$ cat config.mk
export PLATFORM = sky130hd
export DESIGN_NAME = serializador_paralelo_serial
export DESIGN_NICKNAME = d
export VERILOG_FILES = /design/src/rtl/serializador_pkg.sv /design/src/rtl/serializador_paralelo_serial_contador_bits.sv /design/src/rtl/serializador_paralelo_serial.sv
export SDC_FILE = /design/constraint.sdc
export NUM_CORES = 1
export LEC_CHECK = 0
export BUFFER_PORTS_ARGS = -buffer_cell sky130_fd_sc_hd__buf_4
export CORE_AREA = 2 2 39 41
export DETAILED_ROUTE_END_ITERATION = 10
export DIE_AREA = 0 0 41 43
export PLACE_DENSITY = 0.56
export SETUP_SLACK_MARGIN = 0.02
export SLEW_MARGIN = 15
export SYNTH_ARGS = -nofsm -noshare
export SYNTH_HDL_FRONTEND = slang
export SYNTH_SLANG_ARGS = --single-unit
$ cat constraint.sdc
create_clock -name clock -period 1.3 [get_ports clock]
set_clock_uncertainty 0.2 [all_clocks]
set_input_delay 0.195 -clock clock [delete_from_list [all_inputs] [get_ports clock]]
set_output_delay 0.195 -clock clock [all_outputs]
set_load 0.1 [all_outputs]
$ cat src/rtl/serializador_pkg.sv
`default_nettype none
// ============================================================================
// Module   : serializador_pkg
// Purpose  : Shared types and helpers for the parallel-to-serial shifter:
//            FSM state type, state encodings and bit-counter width.
// Revision : 1.0 - initial release
// ============================================================================
package serializador_pkg;

  // State encodings, kept as explicit constants so the enum stays legacy-friendly
  localparam logic [0:0] ST_IDLE  = 1'b0;
  localparam logic [0:0] ST_SHIFT = 1'b1;

  typedef enum logic [0:0] {
    IDLE  = ST_IDLE,
    SHIFT = ST_SHIFT
  } state_t;

  // Width of the bit counter; at least one bit so WIDTH = 2 still has a counter
  function automatic int cnt_width(input int width);
    return (width <= 2) ? 1 : $clog2(width);
  endfunction

endpackage
`default_nettype wire

$ cat src/rtl/serializador_paralelo_serial_contador_bits.sv
`default_nettype none
// ============================================================================
// Module   : contador_bits
// Purpose  : Down-counter of bits remaining in the current word. Loaded on
//            word accept, decremented per shifted bit, never wraps below 0.
// Revision : 1.0 - initial release
// ============================================================================
module contador_bits #(
  parameter int CW = 2
) (
  input  logic          clock,
  input  logic          reset,
  input  logic          load_en,
  input  logic [CW-1:0] load_val,
  input  logic          dec_en,
  output logic [CW-1:0] cnt,
  output logic          zero
);

  // Load has priority; decrement only while nonzero so the counter cannot wrap
  always_ff @(posedge clock or negedge reset) begin
    if (!reset) begin
      cnt <= '0;
    end else if (load_en) begin
      cnt <= load_val;
    end else if (dec_en && (cnt != '0)) begin
      cnt <= cnt - 1'b1;
    end
  end

  assign zero = (cnt == '0);

endmodule
`default_nettype wire

$ cat src/rtl/serializador_paralelo_serial.sv
`default_nettype none
// ============================================================================
// Module   : serializador_paralelo_serial
// Purpose  : Parallel-in, serial-out shift register with load/ready handshake,
//            per-bit valid strobe and end-of-word done pulse. Back-to-back
//            loads produce a gapless bit stream.
// Revision : 1.0 - initial release
// ============================================================================
module serializador_paralelo_serial
  import serializador_pkg::*;
#(
  parameter int WIDTH     = 4,
  parameter bit MSB_FIRST = 1'b1
) (
  input  logic             clock,
  input  logic             reset,
  input  logic             load,
  input  logic [WIDTH-1:0] data,
  output logic             ready,
  output logic             out,
  output logic             valid,
  output logic             done
);

  localparam int             CW       = cnt_width(WIDTH);
  localparam logic [CW-1:0]  LAST_BIT = CW'(WIDTH - 1);

  state_t           state;
  logic [WIDTH-1:0] sreg;
  logic [CW-1:0]    cnt;
  logic             cnt_zero;
  logic             accept;
  logic             shift_en;

  // Outputs come only from registered state; load/data never reach them combinationally
  assign valid    = (state == SHIFT);
  assign ready    = (state == IDLE) || cnt_zero;
  assign done     = valid && cnt_zero;
  assign out      = valid && (MSB_FIRST ? sreg[WIDTH-1] : sreg[0]);
  assign accept   = load && ready;
  assign shift_en = valid && !cnt_zero;

  contador_bits #(
    .CW (CW)
  ) u_contador_bits (
    .clock    (clock),
    .reset    (reset),
    .load_en  (accept),
    .load_val (LAST_BIT),
    .dec_en   (shift_en),
    .cnt      (cnt),
    .zero     (cnt_zero)
  );

  // FSM and shift register: accept (also on the last bit), shift, or drop back to idle
  always_ff @(posedge clock or negedge reset) begin
    if (!reset) begin
      state <= IDLE;
      sreg  <= '0;
    end else if (accept) begin
      state <= SHIFT;
      sreg  <= data;
    end else if (shift_en) begin
      sreg <= MSB_FIRST ? {sreg[WIDTH-2:0], 1'b0} : {1'b0, sreg[WIDTH-1:1]};
    end else if (valid) begin
      // last bit went out with no new word waiting
      state <= IDLE;
      sreg  <= '0;
    end
  end

endmodule
`default_nettype wire

==> flow_metrics.env, run 1 <==
export IMPL_setup_tns_ps=-1610
export IMPL_clkTransAtPathRegs_ps=50
export IMPL_cpPeakStageDelay_ps=360
export IMPL_hold_path_class="input port to flop"
export IMPL_die_area_mm2=0.00176
export IMPL_initial_core_util_pct=26.8
export IMPL_gr_total_overflow=0
export IMPL_htreeDepth=1
export IMPL_root_buffer="clkbuf_4"
export IMPL_drt_vias_per_instance=4.24
export IMPL_synth_seq_cells=7
export IMPL_die_x_um=41
export IMPL_final_min_clock_period_ps=1630
export IMPL_ant_nets=0
export IMPL_final_hold_viol_count=0
export IMPL_crit_type="flop to output pin"
export IMPL_fp_row_count=14
export IMPL_drive_gt1_share_pct=65.5
export IMPL_num_io_pins=11
export IMPL_cts_tree="done"
export IMPL_antenna_found_initial=0
export IMPL_syn_nets=42
export IMPL_arrival_ps=1240
export IMPL_grt_pass1_wl_um=1320
export IMPL_drtIter0Drc=1
export IMPL_port_buffers=10
export IMPL_start_kind="flop"
export IMPL_cts_buffers=3
export IMPL_core_mm2=0.00138
export IMPL_finalWirelength_um=761
export IMPL_setup_viol=11
export IMPL_tightest_slew_ps=243
export IMPL_slew_headroom_pct=83.7
export IMPL_grt_pass1_vias=309
export IMPL_synthCells=34
export IMPL_hold_worst_slack_ps=25.5
export IMPL_ys_warn_count=0
export IMPL_syn_to_final_growth_pct=82.1
export IMPL_num_nets_final=67
export IMPL_cp_end_kind="output pin"
export IMPL_violations="setup timing"
export IMPL_syn_area_um2=370
export IMPL_gp_congestion=0.681
export IMPL_clock_latency_ps=250
export IMPL_vias=314
export IMPL_die_height_um=43
export IMPL_grt_util_all_layers_pct=12.3
export IMPL_dp_cells=64
export IMPL_fin_cells=74
export IMPL_crit_chain="inv_2 -> ha_4 -> nor2b_4 -> inv_12 -> buf_12"
export IMPL_grt_max_degree=10
export IMPL_ys_seq_area_share_pct=47.3
export IMPL_fmax_mhz=613
export IMPL_synth_cell_types=17
export IMPL_clockBufferDepth=2
export IMPL_n_antenna_cell=0
export IMPL_rsz0062_at_grt="yes"
export IMPL_dpl_hpwl_um=519
export IMPL_max_cap_violations=0
export IMPL_drtPass1Iterations=2
export IMPL_cts_sinks=7
export IMPL_crit_fanout=2
export IMPL_slew_viol_final=0
export IMPL_routedWlPerCell_um=10.3
export IMPL_synth_area_per_cell_um2=10.9
export IMPL_cp_required_ps=900
export IMPL_status="finished with violations"
export IMPL_post_route_drc_count=0
export IMPL_place_ws_ps=-185
export IMPL_min_period_over_period_pct=125
export IMPL_layout_setup_ws_ps=-331
export IMPL_cp_slowest_cell="dfrtp_1"
[cell families after synthesis]
logic type,synth area share (%)
buffers and inverters,9.12
DFF,47.3
and+or+nand+nor,24.7
adders and majority gates,3.38
AOI/OAI and AO/OA,15.5
[routing by layer]
layer,up-vias,share of wire (%),track usage [%]
met3,2,6.2,4.71
li1,161,-,-
met5,-,0,0
met2,10,47,14.1
met4,0,1.1,12.0
met1,141,45,16.3
[state kept, by name (all words and copies together), names as in the netlist]
signal	cells
sreg	4
valid	1
u_contador_bits.cnt	2
[through the flow]
step | cell area [um2] | utilization (%)
6_report | 674 | 48.7
4_1_cts | 657 | 47.5
2_1_floorplan | 389 | -
5_1_grt | 674 | 48.7
3_5_place_dp | 513 | 37.1
3_3_place_gp | 513 | 37.1
[timing repair]
item / CTS / global route
gates resized for setup: 17 / 3
setup endpoints to repair: 11 / 11
pin swaps: 1 / 1
buffers inserted: 1 / 1
endpoints found under the hold margin: 10 / 0
hold buffers: 4 / 0
[worst paths after layout]
path	from	endpoint	slack (ps)	depth (start not counted)
setup reg to reg	u_contador_bits.cnt[1]	sreg[3]	-120	7
max in group asynchronous	reset	valid	670	2
hold / removal	data[0]	sreg[0]	30	3
hold reg to reg	sreg[2]	sreg[2]	300	2
min in group asynchronous	reset	sreg[0]	90	2
setup / recovery	u_contador_bits.cnt[1]	ready	-330	5
[final cells by class]
type	instances	area (um2)
inverters	4	27.5
multi-input cells	21	189
fillers	129	709
repair buffers	22	233
clock buffers	4	26.3
flip-flops and latches	7	179
well taps	16	20.0
[placed cells by master, fill, tap and decap left out, types with 3 or more instances in the layout]
master and instances:
nand3_2 3, dfrtp_1 6, clkbuf_4 3, buf_12 4, nand2_1 4, buf_4 12
dlygate4sd3_1 4
[critical path, delay by kind of cell, from the launching register on]
family,cells,cell delay (ps)
DFF,1,360
buffers and inverters,3,250
and+or+nand+nor,1,210
adders and majority gates,1,160
[Yosys cell counts]
cell type  n  area [um2]
nor2_1     1        3.75
nand2_1    4        15.0
o21ai_2    2        17.5
nor3_2     1        10.0
buf_2      1        5.00
inv_4      1        6.26
and2_1     2        12.5
inv_1      3        11.3
nor2b_4    1        13.8
nand3_2    3        30.0
buf_6      1        11.3
o32ai_1    1        8.76
a22oi_1    3        22.5
nand2b_1   1        6.26
ha_1       1        12.5
a21oi_2    1        8.76
dfrtp_1    7         175
Power of run 1 is left out: the tool's default activity adds up to more than one toggle a clock period on the data nets, which glitch-free logic cannot reach.
==> inputs of run 2 (changes only) <==
- HOLD_SLACK_MARGIN: default -> 0.08
==> flow_metrics.env, run 2 (synthesized netlist as in run 1, its figures left out) <==
export IMPL_num_io_pins=11
export IMPL_use_met3_pct=4.71
export IMPL_initial_core_util_pct=26.8
export IMPL_grt_pass1_vias=317
export IMPL_p_leak_nw=0.326
export IMPL_drtIter0Drc=2
export IMPL_power_density_mw_per_mm2=2900
export IMPL_cp_end_kind="output pin"
export IMPL_arrival_ps=1250
export IMPL_cp_required_ps=900
export IMPL_hold_path_class="input port to asynchronous set/reset pin"
export IMPL_final_cell_mix="buf_4 (12), dlygate4sd3_1 (7), dfrtp_1 (6)"
export IMPL_final_hold_viol_count=0
export IMPL_tightest_slew_ps=328
export IMPL_layout_setup_ws_ps=-344
export IMPL_rsz0062_at_grt="yes"
export IMPL_grt_use_met1_pct=17.6
export IMPL_utilization_pct=51.4
export IMPL_drtPass1Iterations=2
export IMPL_crit_type="flop to output pin"
export IMPL_reg2reg_depth=7
export IMPL_finalWirelength_um=823
export IMPL_num_nets_final=70
export IMPL_hold_worst_slack_ps=88.8
export IMPL_clkTransAtPathRegs_ps=50
export IMPL_largest_register="sreg"
export IMPL_start_kind="flop"
export IMPL_cts_sinks=7
export IMPL_grt_pass1_wl_um=1390
export IMPL_ant_nets=0
export IMPL_min_period_over_period_pct=126
export IMPL_peakVddDrop_uv=1960
export IMPL_routedWlPerCell_um=10.7
export IMPL_grt_util_all_layers_pct=13.2
export IMPL_multi_input_area_um2=189
export IMPL_fmax_mhz=608
export IMPL_die_height_um=43
export IMPL_fillCellCount=127
export IMPL_status="finished with violations"
export IMPL_port_buffers=10
export IMPL_gr_total_overflow=0
export IMPL_n_antenna_cell=0
export IMPL_die_area_mm2=0.00176
export IMPL_clockBufferDepth=2
export IMPL_gp_congestion=0.681
export IMPL_drive_gt1_share_pct=62.3
export IMPL_final_common_cell="buf_4"
export IMPL_vias=327
export IMPL_fp_row_count=14
export IMPL_setup_tns_ps=-1700
export IMPL_met2_usage_pct=14.7
export IMPL_htreeDepth=1
export IMPL_post_route_drc_count=0
export IMPL_crit_fanout=2
export IMPL_root_buffer="clkbuf_4"
export IMPL_setup_viol=11
export IMPL_cts_buffers=3
export IMPL_grt_max_degree=8
export IMPL_clock_latency_ps=250
export IMPL_max_cap_violations=0
export IMPL_slew_headroom_pct=78.1
export IMPL_dpl_hpwl_um=519
export IMPL_drt_vias_per_instance=4.25
export IMPL_slew_viol_final=0
export IMPL_syn_to_final_growth_pct=92.2
export IMPL_die_x_um=41
export IMPL_violations="setup timing"
export IMPL_place_ws_ps=-185
export IMPL_largest_reg_flops=4
export IMPL_seqCellArea_um2=179
export IMPL_cts_tree="done"
export IMPL_busiest_layer="met1"
export IMPL_core_mm2=0.00138
export IMPL_antenna_found_initial=0
export IMPL_final_min_clock_period_ps=1640
run 2: cell count changes in the layout (fill, tap and decap cells not counted), sizes merged:
cell | previous run | this run
dlygate4sd3 | 4 | 7
run 2: final timing paths:
path / slack [ps] / from / endpoint
setup / recovery: -340 / u_contador_bits.cnt[1] / ready
hold / removal: 90 / reset / sreg[0]
setup reg to reg: -130 / u_contador_bits.cnt[1] / u_contador_bits.cnt[1]
hold reg to reg: 300 / sreg[2] / sreg[2]
max in group asynchronous: 680 / reset / valid
min in group clock: 120 / load / sreg[2]
run 2: layer usage:
layer / wire [um] / vias up / part of all wire (%)
met3: 48 / 4 / 5.8
met2: 360 / 12 / 44
met5: 0 / - / 0
met4: 40 / 0 / 4.9
met1: 373 / 143 / 45
li1: - / 168 / -
run 2: power breakdown:
part / switching [mW] / internal [mW] / leakage, nW
Sequential: 0.0599 / 0.312 / 0.0856
Combinational: 0.818 / 0.670 / 0.226
Clock: 0.0849 / 0.117 / 0.0150
Total: 0.963 / 1.10 / 0.326
run 2: critical path: stages, from the launching register on:
cell and delay (ps):
dfrtp_1 360, inv_2 50, ha_4 160, nor2b_4 210, inv_12 40, buf_16 160
run 2: what timing repair did:
action,in CTS,in global routing
buffers inserted,1,2
pin swaps,1,1
resized for setup,17,4
endpoints found under the hold margin,13,0
setup endpoints to repair,11,11
gates cloned,0,0
hold buffers,7,0
run 2: per-stage QoR:
stage | std cells | total power, mW | cell area, um2
2_1_floorplan | 34 | 1.25 | 389
3_3_place_gp | 64 | 1.50 | 513
3_5_place_dp | 64 | 1.50 | 513
4_1_cts | 76 | 1.97 | 687
5_1_grt | 77 | 2.18 | 712
6_report | 77 | 2.06 | 712
run 2: cell type report:
| type | instances | area share (%) |
|---|---|---|
| Multi-Input combinational cell | 21 | 26.5 |
| Inverter | 4 | 3.87 |
| Tap cell | 16 | 2.81 |
| Sequential cell | 7 | 25.1 |
| Timing Repair Buffer | 25 | 38.0 |
| Clock buffer | 4 | 3.69 |
(Power assumes the default switching activity.)
==> inputs of run 3 (changes only) <==
- PLACE_DENSITY: 0.56 -> 0.54
- SLEW_MARGIN: 15 -> default
- clock period: 1.3 -> 1.85 ns (I/O delays scaled with it)
==> flow_metrics.env, run 3 (synthesized netlist as in run 1, its figures left out) <==
export IMPL_setup_viol=0
export IMPL_antenna_found_initial=0
export IMPL_tightest_slew_ps=278
export IMPL_layout_setup_ws_ps=95.1
export IMPL_crit_fanout=3
export IMPL_die_area_mm2=0.00176
export IMPL_setup_tns_ps=0
export IMPL_fmax_mhz=570
export IMPL_min_period_over_period_pct=94.9
export IMPL_start_kind="flop"
export IMPL_num_io_pins=11
export IMPL_ant_nets=0
export IMPL_arrival_ps=1280
export IMPL_hold_path_class="input port to flop"
export IMPL_status="finished clean"
export IMPL_cp_startpoint="u_contador_bits.cnt[0]"
export IMPL_fillCellCount=140
export IMPL_core_mm2=0.00138
export IMPL_multi_input_area_um2=166
export IMPL_largest_register="sreg"
export IMPL_clkTransAtPathRegs_ps=50
export IMPL_seqCellArea_um2=176
export IMPL_final_common_cell="buf_4"
export IMPL_syn_to_final_growth_pct=49.3
export IMPL_drtIter0Drc=4
export IMPL_gr_total_overflow=0
export IMPL_htreeDepth=1
export IMPL_largest_reg_flops=4
export IMPL_crit_end="done"
export IMPL_vias=285
export IMPL_die_x_um=41
export IMPL_die_height_um=43
export IMPL_grt_util_all_layers_pct=10.3
export IMPL_drtPass1Iterations=2
export IMPL_cp_end_kind="output pin"
export IMPL_r2r_slack_ps=400
export IMPL_gp_congestion=0.713
export IMPL_cts_buffers=3
export IMPL_post_route_drc_count=0
export IMPL_cts_sinks=7
export IMPL_clock_latency_ps=250
export IMPL_max_cap_violations=0
export IMPL_cts_tree="done"
export IMPL_r2r_end="sreg[2]"
export IMPL_slew_headroom_pct=81.6
export IMPL_rsz0062_at_grt="no"
export IMPL_fp_row_count=14
export IMPL_drive_gt1_share_pct=53.8
export IMPL_place_ws_ps=256
export IMPL_port_buffers=10
export IMPL_rr_startpoint="u_contador_bits.cnt[0]"
export IMPL_final_cell_mix="buf_4 (10), dfrtp_1 (6), nand2_1 (4), dlygate4sd3_1 (4)"
export IMPL_routedWlPerCell_um=10.5
export IMPL_slew_viol_final=0
export IMPL_initial_core_util_pct=26.8
export IMPL_reg2reg_depth=6
export IMPL_final_hold_viol_count=0
export IMPL_cp_required_ps=1370
export IMPL_grt_pass1_vias=302
export IMPL_grt_pass1_wl_um=1190
export IMPL_root_buffer="clkbuf_4"
export IMPL_drt_vias_per_instance=4.19
export IMPL_dpl_hpwl_um=509
export IMPL_grt_max_degree=10
export IMPL_finalWirelength_um=715
export IMPL_n_antenna_cell=0
export IMPL_final_min_clock_period_ps=1750
export IMPL_clockBufferDepth=2
export IMPL_num_nets_final=61
export IMPL_crit_type="flop to output pin"
## run 3: changes by cell type in the layout (fill, tap and decap cells not counted), moves of 2 or more
| cell | change |
|---|---|
| and2_2 | +2 |
| a22oi_2 | -2 |
| inv_2 | -2 |
| and2_4 | -2 |
| dlygate4sd3_1 | -3 |
| buf_12 | -2 |
| a22oi_1 | +2 |
| buf_4 | -2 |
| inv_1 | +2 |
## run 3: through the flow
stage	instances	util, %	instance area (um2)	hold WS (ps)
after floorplan	34	-	374	-218
after global routing	68	40.0	553	113
after detailed placement	59	33.3	460	-107
final	68	40.0	553	98.3
after CTS	67	38.6	534	93.5
after global placement	59	33.3	460	-108
## run 3: how the worst min path moves through the flow
| stage | start | end | slack [ps] | cells after the start |
|---|---|---|---|---|
| after floorplan | reset | sreg[0] | -220 | 0 |
| final | data[0] | sreg[0] | 100 | 3 |
| after global routing | data[0] | sreg[0] | 110 | 3 |
| after global placement | reset | u_contador_bits.cnt[1] | -110 | 1 |
| after CTS | data[0] | sreg[0] | 90 | 3 |
| after detailed placement | reset | u_contador_bits.cnt[1] | -110 | 1 |
## run 3: timing repair
| action | in CTS | in global routing |
|---|---|---|
| setup buffers | 0 | 1 |
| gates resized for setup | 2 | 3 |
| setup endpoints to repair | 2 | 2 |
| hold buffers | 4 | 0 |
| endpoints found under the hold margin | 10 | 0 |
## run 3: layout make-up
class | instances | area share [%]
clock buffer | 4 | 4.75
inverter | 4 | 3.17
multi-input combinational | 21 | 30.1
sequential | 7 | 31.9
tap | 16 | 3.62
timing repair buffer | 16 | 26.5
## run 3: per-layer routing
layer / global-route usage [%] / part of all wire [%] / vias up
met1: 12.8 / 46 / 127
met2: 14.7 / 46 / 9
li1: - / - / 149
met5: 0 / 0 / -
met4: 8.00 / 0 / 0
met3: 2.09 / 7.3 / 0
## run 3: worst max-delay path: stages (launching register included)
cell and delay [ps]:
dfrtp_1 400, inv_1 70, ha_2 190, and2_2 150
buf_6 210
Power of run 3 is left out for the same reason.
